<file path="src/rtl/rv_wb_arb.sv">
// ============================================================================
// rv_wb_arb : two-master Wishbone classic arbiter (fetch = m0, load/store = m1)
// Revision  : 1.0
// ============================================================================
`default_nettype none

module rv_wb_arb #(
  parameter int PRIORITY_MODE  = 0,
  parameter int TIMEOUT_CYCLES = 255
) (
  input  logic        i_clk,
  input  logic        i_reset,
  input  logic [31:0] i_m0_adr,
  input  logic        i_m0_cyc,
  input  logic        i_m0_stb,
  output logic        o_m0_ack,
  output logic        o_m0_err,
  input  logic [31:0] i_m1_adr,
  input  logic [31:0] i_m1_dat,
  input  logic [3:0]  i_m1_sel,
  input  logic        i_m1_we,
  input  logic        i_m1_cyc,
  input  logic        i_m1_stb,
  output logic        o_m1_ack,
  output logic        o_m1_err,
  output logic [31:0] o_m_dat,
  output logic [31:0] o_s_adr,
  output logic [31:0] o_s_dat,
  output logic [3:0]  o_s_sel,
  output logic        o_s_we,
  output logic        o_s_cyc,
  output logic        o_s_stb,
  input  logic [31:0] i_s_dat,
  input  logic        i_s_ack,
  input  logic        i_s_err,
  output logic [1:0]  o_grant,
  output logic        o_timeout
);

  localparam int c_cnt_w = (TIMEOUT_CYCLES > 0) ? $clog2(TIMEOUT_CYCLES + 1) : 1;

  // Grant states are one-hot so the state vector doubles as o_grant.
  typedef enum logic [1:0] {
    IDLE = 2'b00,
    GNT0 = 2'b01,
    GNT1 = 2'b10
  } state_t;

  state_t r_state;
  state_t w_state_next;
  logic   r_last;
  logic   w_last_next;
  logic   w_req0;
  logic   w_req1;
  logic   w_own0;
  logic   w_own1;
  logic   w_fire;

  assign w_req0 = i_m0_cyc & i_m0_stb;
  assign w_req1 = i_m1_cyc & i_m1_stb;
  assign w_own0 = (r_state == GNT0);
  assign w_own1 = (r_state == GNT1);

  always_ff @(posedge i_clk or posedge i_reset) begin
    if (i_reset) begin
      r_state <= IDLE;
      r_last  <= 1'b1;
    end else begin
      r_state <= w_state_next;
      r_last  <= w_last_next;
    end
  end

  // r_last holds the index of the master released most recently.
  always_comb begin
    w_state_next = r_state;
    w_last_next  = r_last;
    case (r_state)
      IDLE: begin
        if (w_req0 && w_req1) begin
          w_state_next = ((PRIORITY_MODE != 0) || !r_last) ? GNT1 : GNT0;
        end else if (w_req0) begin
          w_state_next = GNT0;
        end else if (w_req1) begin
          w_state_next = GNT1;
        end
      end
      GNT0: begin
        if (!i_m0_cyc) begin
          w_state_next = IDLE;
          w_last_next  = 1'b0;
        end
      end
      GNT1: begin
        if (!i_m1_cyc) begin
          w_state_next = IDLE;
          w_last_next  = 1'b1;
        end
      end
      default: w_state_next = IDLE;
    endcase
  end

  always_comb begin
    o_s_adr = 32'h0;
    o_s_dat = 32'h0;
    o_s_sel = 4'h0;
    o_s_we  = 1'b0;
    o_s_cyc = 1'b0;
    o_s_stb = 1'b0;
    case (r_state)
      GNT0: begin
        o_s_adr = i_m0_adr;
        o_s_sel = 4'hF;
        o_s_cyc = i_m0_cyc;
        o_s_stb = i_m0_stb;
      end
      GNT1: begin
        o_s_adr = i_m1_adr;
        o_s_dat = i_m1_dat;
        o_s_sel = i_m1_sel;
        o_s_we  = i_m1_we;
        o_s_cyc = i_m1_cyc;
        o_s_stb = i_m1_stb;
      end
      default: ;
    endcase
  end

  generate
    if (TIMEOUT_CYCLES > 0) begin : g_wdt
      localparam logic [c_cnt_w-1:0] c_limit = c_cnt_w'(TIMEOUT_CYCLES);
      localparam logic [c_cnt_w-1:0] c_one   = c_cnt_w'(1);
      logic [c_cnt_w-1:0] r_wdt_cnt;
      logic               w_stall;

      // A real ack or err removes the stall, so a same-cycle ack always beats the watchdog.
      assign w_stall = (w_own0 | w_own1) & o_s_stb & ~i_s_ack & ~i_s_err;
      assign w_fire  = w_stall & (r_wdt_cnt == c_limit);

      always_ff @(posedge i_clk or posedge i_reset) begin
        if (i_reset) begin
          r_wdt_cnt <= '0;
        end else if (w_stall && !w_fire && (w_state_next != IDLE)) begin
          r_wdt_cnt <= r_wdt_cnt + c_one;
        end else begin
          r_wdt_cnt <= '0;
        end
      end
    end else begin : g_no_wdt
      assign w_fire = 1'b0;
    end
  endgenerate

  assign o_m_dat   = i_s_dat;
  assign o_m0_ack  = i_s_ack & w_own0;
  assign o_m1_ack  = i_s_ack & w_own1;
  assign o_m0_err  = (i_s_err | w_fire) & w_own0;
  assign o_m1_err  = (i_s_err | w_fire) & w_own1;
  assign o_grant   = r_state;
  assign o_timeout = w_fire;

endmodule

`default_nettype wire

</file>
<file path="config.mk">
export PLATFORM = sky130hd
export DESIGN_NAME = rv_wb_arb
export DESIGN_NICKNAME = d
export VERILOG_FILES = /design/src/rtl/rv_wb_arb.sv
export SDC_FILE = /design/constraint.sdc
export NUM_CORES = 1
export LEC_CHECK = 0
export ABC_AREA = 1
export CORE_AREA = 2 2 99 101
export CTS_CLUSTER_SIZE = 24
export DETAILED_ROUTE_END_ITERATION = 12
export DIE_AREA = 0 0 101 103
export DONT_BUFFER_PORTS = 1
export SKIP_LAST_GASP = 1
export SLEW_MARGIN = 20
export SYNTH_ARGS = -nofsm -noshare
export SYNTH_HDL_FRONTEND = slang
export SYNTH_SLANG_ARGS = --single-unit
export TNS_END_PERCENT = 20
</file>
<file path="constraint.sdc">
create_clock -name i_clk -period 5.08 [get_ports i_clk]
set_clock_uncertainty 0.05 [all_clocks]
set_input_delay 1.016 -clock i_clk [delete_from_list [all_inputs] [get_ports i_clk]]
set_output_delay 1.016 -clock i_clk [all_outputs]
set_load 0.05 [all_outputs]
</file>
==> parameters.txt, run 1 <==
Parameter                              Value

STA
  Final Hold Viols    0
  Unrepaired setup endpoints after global routing    false
  Fmax    267 MHz
  Final TNS setup    0 ns
  Final worst-path cycle share    73.6%
  Minimum clock period    ~3.7 ns
  Slew margin rel.    57.8%
  Worst-Margin Slew    0.633 ns
  Count of pins over their slew limit    0
  Setup violations, final    0

Worst setup path
  Crit Path Max Fanout    33
  Sort of element at the end of the critical path    output pin
  Startpoint kind of the worst setup timing path    flip-flop
  Critical path class    flip-flop to output pin
  Worst EP required    4.01 ns
  Arrival @ worst endpoint    2.68 ns

Drt
  Via count of the routed design    1829
  Number of vias per cell    4.30
  Number of violations reported at the end of detailed-routing iteration 0    60
  Post-detailed-routing wire length    6.45 mm
  Number of routed nets with antenna violations    0
  DR WL/cell    15.2 um
  DRC violation count after routing    0
  TritonRoute pass-1 iters    4

Pwr
  PwrDens    between 700 and 800 nW/um2
  Total power of the final layout    1370 uW
  Leak Pwr    0.00109 uW
  Worst IR Drop VDD    211 uV

Run
  Number of maximum-capacitance violations    0

Run status
  Outcome    completed

Cells and area
  Fin nets    458
  Final core utilization    20.4%
  Final design instance area without fill    1930 um2
  Area of the multi-input gates    932 um2
  Antenna diode count    0
  Layout-stage area growth over the synthesis result    12.5%
  Flip-flop and latch area    277 um2
  Final-layout fill cell count    1107
  Proportion of layout cells with a drive suffix above 1    19.3%

Placed design
  Weighted congestion reported at the end of routability-driven placement    0.833
  Count of buffers inserted at the top-level ports    0
  HPWL after detailed placement    about 5.5 mm
  Dpl cell area    1880 um2

Floorplanning
  Vert. Die Dim    103 um
  Core area    9460 um2
  Starting Density    18.1%
  Placement row count    36
  Horizontal die dimension    ~100 um
  Number of I/O pins    251
  Total die area    between 10000 and 15000 um2

Yosys
  Number of library cell types mapped by synthesis    22
  Synthesis warning total    0
  Synth Register Bits    11
  Number of synthesized flops with an enable pin    0
  Cells after Synth    311
  Net count of the mapped netlist    457
  Cell Area, Synth    1720 um2
  Proportion of synthesized flip-flops having asynchronous set or reset    100%
  Top flip-flop cell by instance count after synthesis    sky130_fd_sc_hd__dfrtp_1
  Proportion of synthesized chip area in sequential cells    between 10% and 20%
  Avg Cell Area, Syn    5.52 um2

Clock tree
  Setup Buffers After CTS    0
  Clock-pin slew on the worst setup and hold paths    0.05 ns
  Number of clock buffers inserted by TritonCTS    3
  Clk sinks    11
  H-Tree Level Count    1
  Hold buffers post-CTS    0
  Root cell of the clock tree    sky130_fd_sc_hd__clkbuf_8
  Worst-skew pair later-pin latency    0.25 ns
  TritonCTS clock tree    done
  Deepest clock path buffer count    2
  Total of cells resized after clock tree synthesis    0

Global route
  Global-route usage over all layers    a little over a tenth
  Initial antenna violation count    0
  Congestion Overflow GR    0
  Vias in the first global route    1508
  Largest net degree at the start of global routing    41
  Wire length of the first global-routing pass    8.48 mm

Min path
  Path type of the worst min-delay path    flip-flop to flip-flop
layout by cell type (no fill, tap or decap):
| cell type | count |
|---|---|
| sky130_fd_sc_hd__o21ai_0 | 2 |
| sky130_fd_sc_hd__nor2_2 | 4 |
| sky130_fd_sc_hd__ha_2 | 1 |
| sky130_fd_sc_hd__a21oi_1 | 37 |
| sky130_fd_sc_hd__nand4_1 | 3 |
| sky130_fd_sc_hd__nand2_2 | 1 |
| sky130_fd_sc_hd__clkinv_2 | 1 |
| sky130_fd_sc_hd__dfstp_2 | 1 |
| sky130_fd_sc_hd__nand2_1 | 118 |
| sky130_fd_sc_hd__nor2_1 | 15 |
| sky130_fd_sc_hd__o21ai_4 | 1 |
| sky130_fd_sc_hd__buf_4 | 44 |
| sky130_fd_sc_hd__o22ai_2 | 1 |
| sky130_fd_sc_hd__dfrtp_1 | 10 |
| sky130_fd_sc_hd__inv_1 | 52 |
| sky130_fd_sc_hd__ha_1 | 4 |
| sky130_fd_sc_hd__nand3_2 | 1 |
| sky130_fd_sc_hd__xnor2_1 | 2 |
| sky130_fd_sc_hd__clkbuf_8 | 3 |
| sky130_fd_sc_hd__xor2_1 | 4 |
| sky130_fd_sc_hd__inv_4 | 1 |
| sky130_fd_sc_hd__nand3_1 | 4 |
| sky130_fd_sc_hd__nand2_4 | 1 |
cell type report:
class	count	share of cell area (%)
Tap cell	114	7.39
Clock buffer	3	2.14
Multi-Input combinational cell	199	48.3
Clock inverter	1	0.259
Sequential cell	11	14.3
Timing Repair Buffer	44	17.1
Inverter	53	10.4
final timing paths:
check                      cells after the start                         start  slack, ns                            to
setup / recovery                               8          o_grant[1]$_DFF_PP0_       1.34                      o_m0_err
hold / removal                                 1  g_wdt.r_wdt_cnt[0]$_DFF_PP0_       0.42  g_wdt.r_wdt_cnt[0]$_DFF_PP0_
setup reg to reg                               7          o_grant[1]$_DFF_PP0_       2.68  g_wdt.r_wdt_cnt[2]$_DFF_PP0_
hold reg to reg                                1  g_wdt.r_wdt_cnt[0]$_DFF_PP0_       0.42  g_wdt.r_wdt_cnt[0]$_DFF_PP0_
max in group asynchronous                      1                       i_reset       4.05            r_last$_DFFE_PP1P_
min in group asynchronous                      1                       i_reset       0.60  g_wdt.r_wdt_cnt[1]$_DFF_PP0_
worst max-delay path, cell delays in order (launching register included):
cell and delay [ns]:
sky130_fd_sc_hd__dfrtp_1 0.72, sky130_fd_sc_hd__ha_2 0.74, sky130_fd_sc_hd__inv_1 0.17, sky130_fd_sc_hd__o22ai_2 0.16, sky130_fd_sc_hd__nand3_2 0.10, sky130_fd_sc_hd__nor2_1 0.15, sky130_fd_sc_hd__nor2_1 0.07, sky130_fd_sc_hd__nor2_1 0.10
sky130_fd_sc_hd__buf_4 0.21
cells in the mapped netlist (2+ instances only):
cell	count	area share (%)
sky130_fd_sc_hd__a21oi_1	37	11
sky130_fd_sc_hd__nor2_2	4	1.5
sky130_fd_sc_hd__o21ai_0	2	0.58
sky130_fd_sc_hd__nand2_1	118	26
sky130_fd_sc_hd__buf_2	3	0.88
sky130_fd_sc_hd__nand4_1	3	1.1
sky130_fd_sc_hd__nor2_1	15	3.3
sky130_fd_sc_hd__buf_4	33	14
sky130_fd_sc_hd__inv_1	52	11
sky130_fd_sc_hd__xor2_1	4	2.0
sky130_fd_sc_hd__ha_1	5	3.6
sky130_fd_sc_hd__clkbuf_1	12	2.6
sky130_fd_sc_hd__xnor2_1	2	1.0
sky130_fd_sc_hd__nand3_1	4	1.2
sky130_fd_sc_hd__dfrtp_1	10	15
layer usage:
metal | vias to the layer above | GRT usage (%) | share of wire (%)
li1 | 887 | - | -
met1 | 842 | 13.3 | 38
met2 | 84 | 17.8 | 49
met3 | 16 | 2.24 | 10
met4 | 0 | 4.57 | 2.8
met5 | - | 0 | 0
power breakdown:
part,internal (uW),switching (uW),leakage (uW)
clock,54.0,35.6,0.0000255
combinational,230,912,0.000916
sequential,101,37.6,0.000148
registers in the layout (all words and copies together) (netlist names):
signal	cells
r_last	1
g_wdt.r_wdt_cnt	8
o_grant	2
metrics by stage:
stage	setup WS, ns	hold slack, ns	std cells
CTS	1.27	0.424	425
finish	1.34	0.417	425
detailed placement	1.53	0.418	421
global placement	1.61	0.408	421
global route	1.09	0.437	425
floorplan	1.17	0.382	311
logic make-up after synthesis:
kind of cell / count (synthesis) / synth area share [%]
buffers and inverters: 101 / 29.7
and+or+nand+nor: 147 / 34.4
AOI/OAI and AO/OA: 41 / 13.1
adders and majority gates: 5 / 3.65
xor gates and xnor gates: 6 / 3.06
DFF: 11 / 16.1
Power figures use the tool's default switching activity.
==> run 2, diff against run 1 <==
Clock period 5.08 ns to 3.25 ns, I/O delays scaled along.
==> parameters.txt, run 2 (synthesis results as in run 1) <==
Parameter                              Value

Clock tree
  Clk sinks    11 (unchanged)
  Total of cells resized after clock tree synthesis    0 (unchanged)
  Number of clock buffers inserted by TritonCTS    3 (unchanged)
  Deepest clock path buffer count    2 (unchanged)
  Setup Buffers After CTS    0 (unchanged)
  Root cell of the clock tree    sky130_fd_sc_hd__clkbuf_8
  TritonCTS clock tree    done
  Clock-pin slew on the worst setup and hold paths    0.05 ns (about the same)
  H-Tree Level Count    1 (unchanged)
  Worst-skew pair later-pin latency    0.24 ns (about the same)
  Hold buffers post-CTS    0 (unchanged)

STA
  Worst-Margin Slew    0.435 ns (-0.198 ns)
  Count of pins over their slew limit    0 (unchanged)
  Final Hold Viols    0 (unchanged)
  Final worst-path cycle share    79.6%
  Setup WS post-layout    0.663 ns (-0.675 ns)
  Minimum clock period    approximately 2.6 ns
  Final TNS setup    0 ns (unchanged)
  Minimum hold slack    0.234 ns (-0.183 ns)
  Fmax    387 MHz
  Slew margin rel.    70.9% (+13 points)
  Setup violations, final    0 (unchanged)
  Unrepaired setup endpoints after global routing    false

Cells and area
  Leading cell type in the layout, fill and taps excluded    sky130_fd_sc_hd__nand2_1
  Register containing the most flip-flops in the final layout    g_wdt.r_wdt_cnt
  Proportion of layout cells with a drive suffix above 1    20.3% (+1.0 points)
  Antenna diode count    0 (unchanged)
  Commonest non-fill, non-tap cells in the layout    sky130_fd_sc_hd__nand2_1 (118), sky130_fd_sc_hd__inv_1 (52), sky130_fd_sc_hd__buf_4 (47), sky130_fd_sc_hd__a21oi_1 (37), sky130_fd_sc_hd__nor2_1 (14)
  Fin nets    462 (+0.87%)
  Final design instance area without fill    1970 um2 (+2.3%)
  Number of standard cells in the final layout excluding fillers    429 (+0.94%)
  Layout-stage area growth over the synthesis result    15.0%
  Final-layout fill cell count    1088 (-1.7%)
  Largest register FFs    8 (unchanged)

Drt
  Post-detailed-routing wire length    6.48 mm (+0.51%)
  Via count of the routed design    1838 (+0.49%)
  TritonRoute pass-1 iters    4 (unchanged)
  DRC violation count after routing    0 (unchanged)
  Number of vias per cell    4.28 (-0.44%)
  Number of violations reported at the end of detailed-routing iteration 0    61 (+1.7%)
  Number of routed nets with antenna violations    0 (unchanged)
  DR WL/cell    15.1 um (-0.43%)

Placed design
  Dpl cell area    1930 um2 (+2.4%)
  Post-Place Cells    425 (+0.95%)
  HPWL after detailed placement    5.64 mm (+2.2%)
  Count of buffers inserted at the top-level ports    0 (unchanged)
  Weighted congestion reported at the end of routability-driven placement    0.835 (+0.29%)
  Worst slack at placement    0.901 ns (-0.633 ns)

Floorplanning
  Starting Density    18.1% (unchanged)
  Core area    9460 um2 (unchanged)
  Vert. Die Dim    103 um (unchanged)
  Number of I/O pins    251 (unchanged)
  Horizontal die dimension    101 um (unchanged)
  Placement row count    36 (unchanged)
  Total die area    10400 um2 (unchanged)

Pwr
  Worst IR Drop VDD    354 uV (+68%)
  Leak Pwr    0.00111 uW (+2.1%)
  PwrDens    1110 nW/um2 (+56%)

Worst setup path
  Largest delay contributor family on the critical path    buffers and inverters
  Sort of element at the end of the critical path    output pin
  Critical-path cell list    inv_1 -> ha_2 -> buf_4 -> nand2_1 -> o21ai_4 -> inv_1 -> nor2_1 -> buf_4
  Worst EP required    2.55 ns (-1.46 ns)
  Startpoint kind of the worst setup timing path    flip-flop
  Arrival @ worst endpoint    1.89 ns (-0.79 ns)
  Worst stage delay on the critical path    0.39 ns (-0.35 ns)
  Crit-path slowest cell    sky130_fd_sc_hd__dfrtp_1
  Crit Path Max Fanout    43 (+30%)
  Bufs and invs on worst path    4 (+2)
  Critical path class    flip-flop to output pin

Global route
  Largest net degree at the start of global routing    44 (+7.3%)
  Global-route usage over all layers    10.8% (+0.18 points)
  Vias in the first global route    1497 (-0.73%)
  Congestion Overflow GR    0 (unchanged)
  Wire length of the first global-routing pass    8.52 mm (+0.48%)
  Initial antenna violation count    0 (unchanged)

Min path
  Path type of the worst min-delay path    primary input to asynchronous set/reset pin

Run status
  Outcome    completed

Run
  Number of maximum-capacitance violations    0 (unchanged)
-- run 2: cell types whose count changed in the layout (fill, tap and decap cells not counted) --
cell	before	now
sky130_fd_sc_hd__buf_12	0	1
sky130_fd_sc_hd__buf_4	44	47
sky130_fd_sc_hd__clkbuf_1	0	1
sky130_fd_sc_hd__clkinv_2	1	0
sky130_fd_sc_hd__nor2_1	15	14
sky130_fd_sc_hd__nor2_2	4	5
-- run 2: per-stage QoR --
stage / total power [uW] / utilization [%]
5_1_grt: 2330 / 20.9
3_3_place_gp: 2040 / 20.4
3_5_place_dp: 2060 / 20.4
2_1_floorplan: 1740 / -
4_1_cts: 2200 / 20.9
6_report: 2180 / 20.9
-- run 2: layer usage --
| layer | share of wire (%) | track usage [%] | vias up |
|---|---|---|---|
| met2 | 47 | 16.4 | 84 |
| met3 | 13 | 4.75 | 16 |
| met4 | 2.1 | 4.37 | 0 |
| met1 | 38 | 13.5 | 839 |
| met5 | 0 | 0 | - |
| li1 | - | - | 899 |
-- run 2: worst reg2reg max path, cell delays in order, from the launching register on --
cell and delay (ns):
sky130_fd_sc_hd__dfrtp_1 0.39, sky130_fd_sc_hd__inv_1 0.11, sky130_fd_sc_hd__ha_2 0.20, sky130_fd_sc_hd__buf_4 0.34
sky130_fd_sc_hd__nand2_1 0.16, sky130_fd_sc_hd__o21ai_4 0.10, sky130_fd_sc_hd__nand2_1 0.07, sky130_fd_sc_hd__nand2_1 0.07
sky130_fd_sc_hd__nand2_1 0.09, sky130_fd_sc_hd__nand2_2 0.09, sky130_fd_sc_hd__nand2_4 0.09, sky130_fd_sc_hd__nor2_1 0.10
-- run 2: where the power goes --
part / switching, uW / internal (uW) / total (uW)
Sequential: 12.7 / 159 / 172
Clock: 50.3 / 86.0 / 136
Combinational: 1470 / 404 / 1870
-- run 2: final timing paths --
path / startpoint / to / slack [ns] / cells past startpoint
min in group i_clk: g_wdt.r_wdt_cnt[0]$_DFF_PP0_ / g_wdt.r_wdt_cnt[0]$_DFF_PP0_ / 0.41 / 1
min: i_reset / g_wdt.r_wdt_cnt[0]$_DFF_PP0_ / 0.23 / 1
max in group asynchronous: i_reset / r_last$_DFFE_PP1P_ / 2.59 / 1
min reg2reg: g_wdt.r_wdt_cnt[0]$_DFF_PP0_ / g_wdt.r_wdt_cnt[0]$_DFF_PP0_ / 0.41 / 1
max reg2reg: o_grant[0]$_DFF_PP0_ / g_wdt.r_wdt_cnt[4]$_DFF_PP0_ / 1.33 / 11
max: o_grant[0]$_DFF_PP0_ / o_s_cyc / 0.66 / 8
-- run 2: final cells by class --
cell class                 instances  area (um2)  area share, %
tap                              114         143           7.23
inverter                          53         201           10.2
sequential                        11         277           14.0
clock buffer                       4        45.0           2.28
timing repair buffer              48         373           18.9
multi-input combinational        199         935           47.4
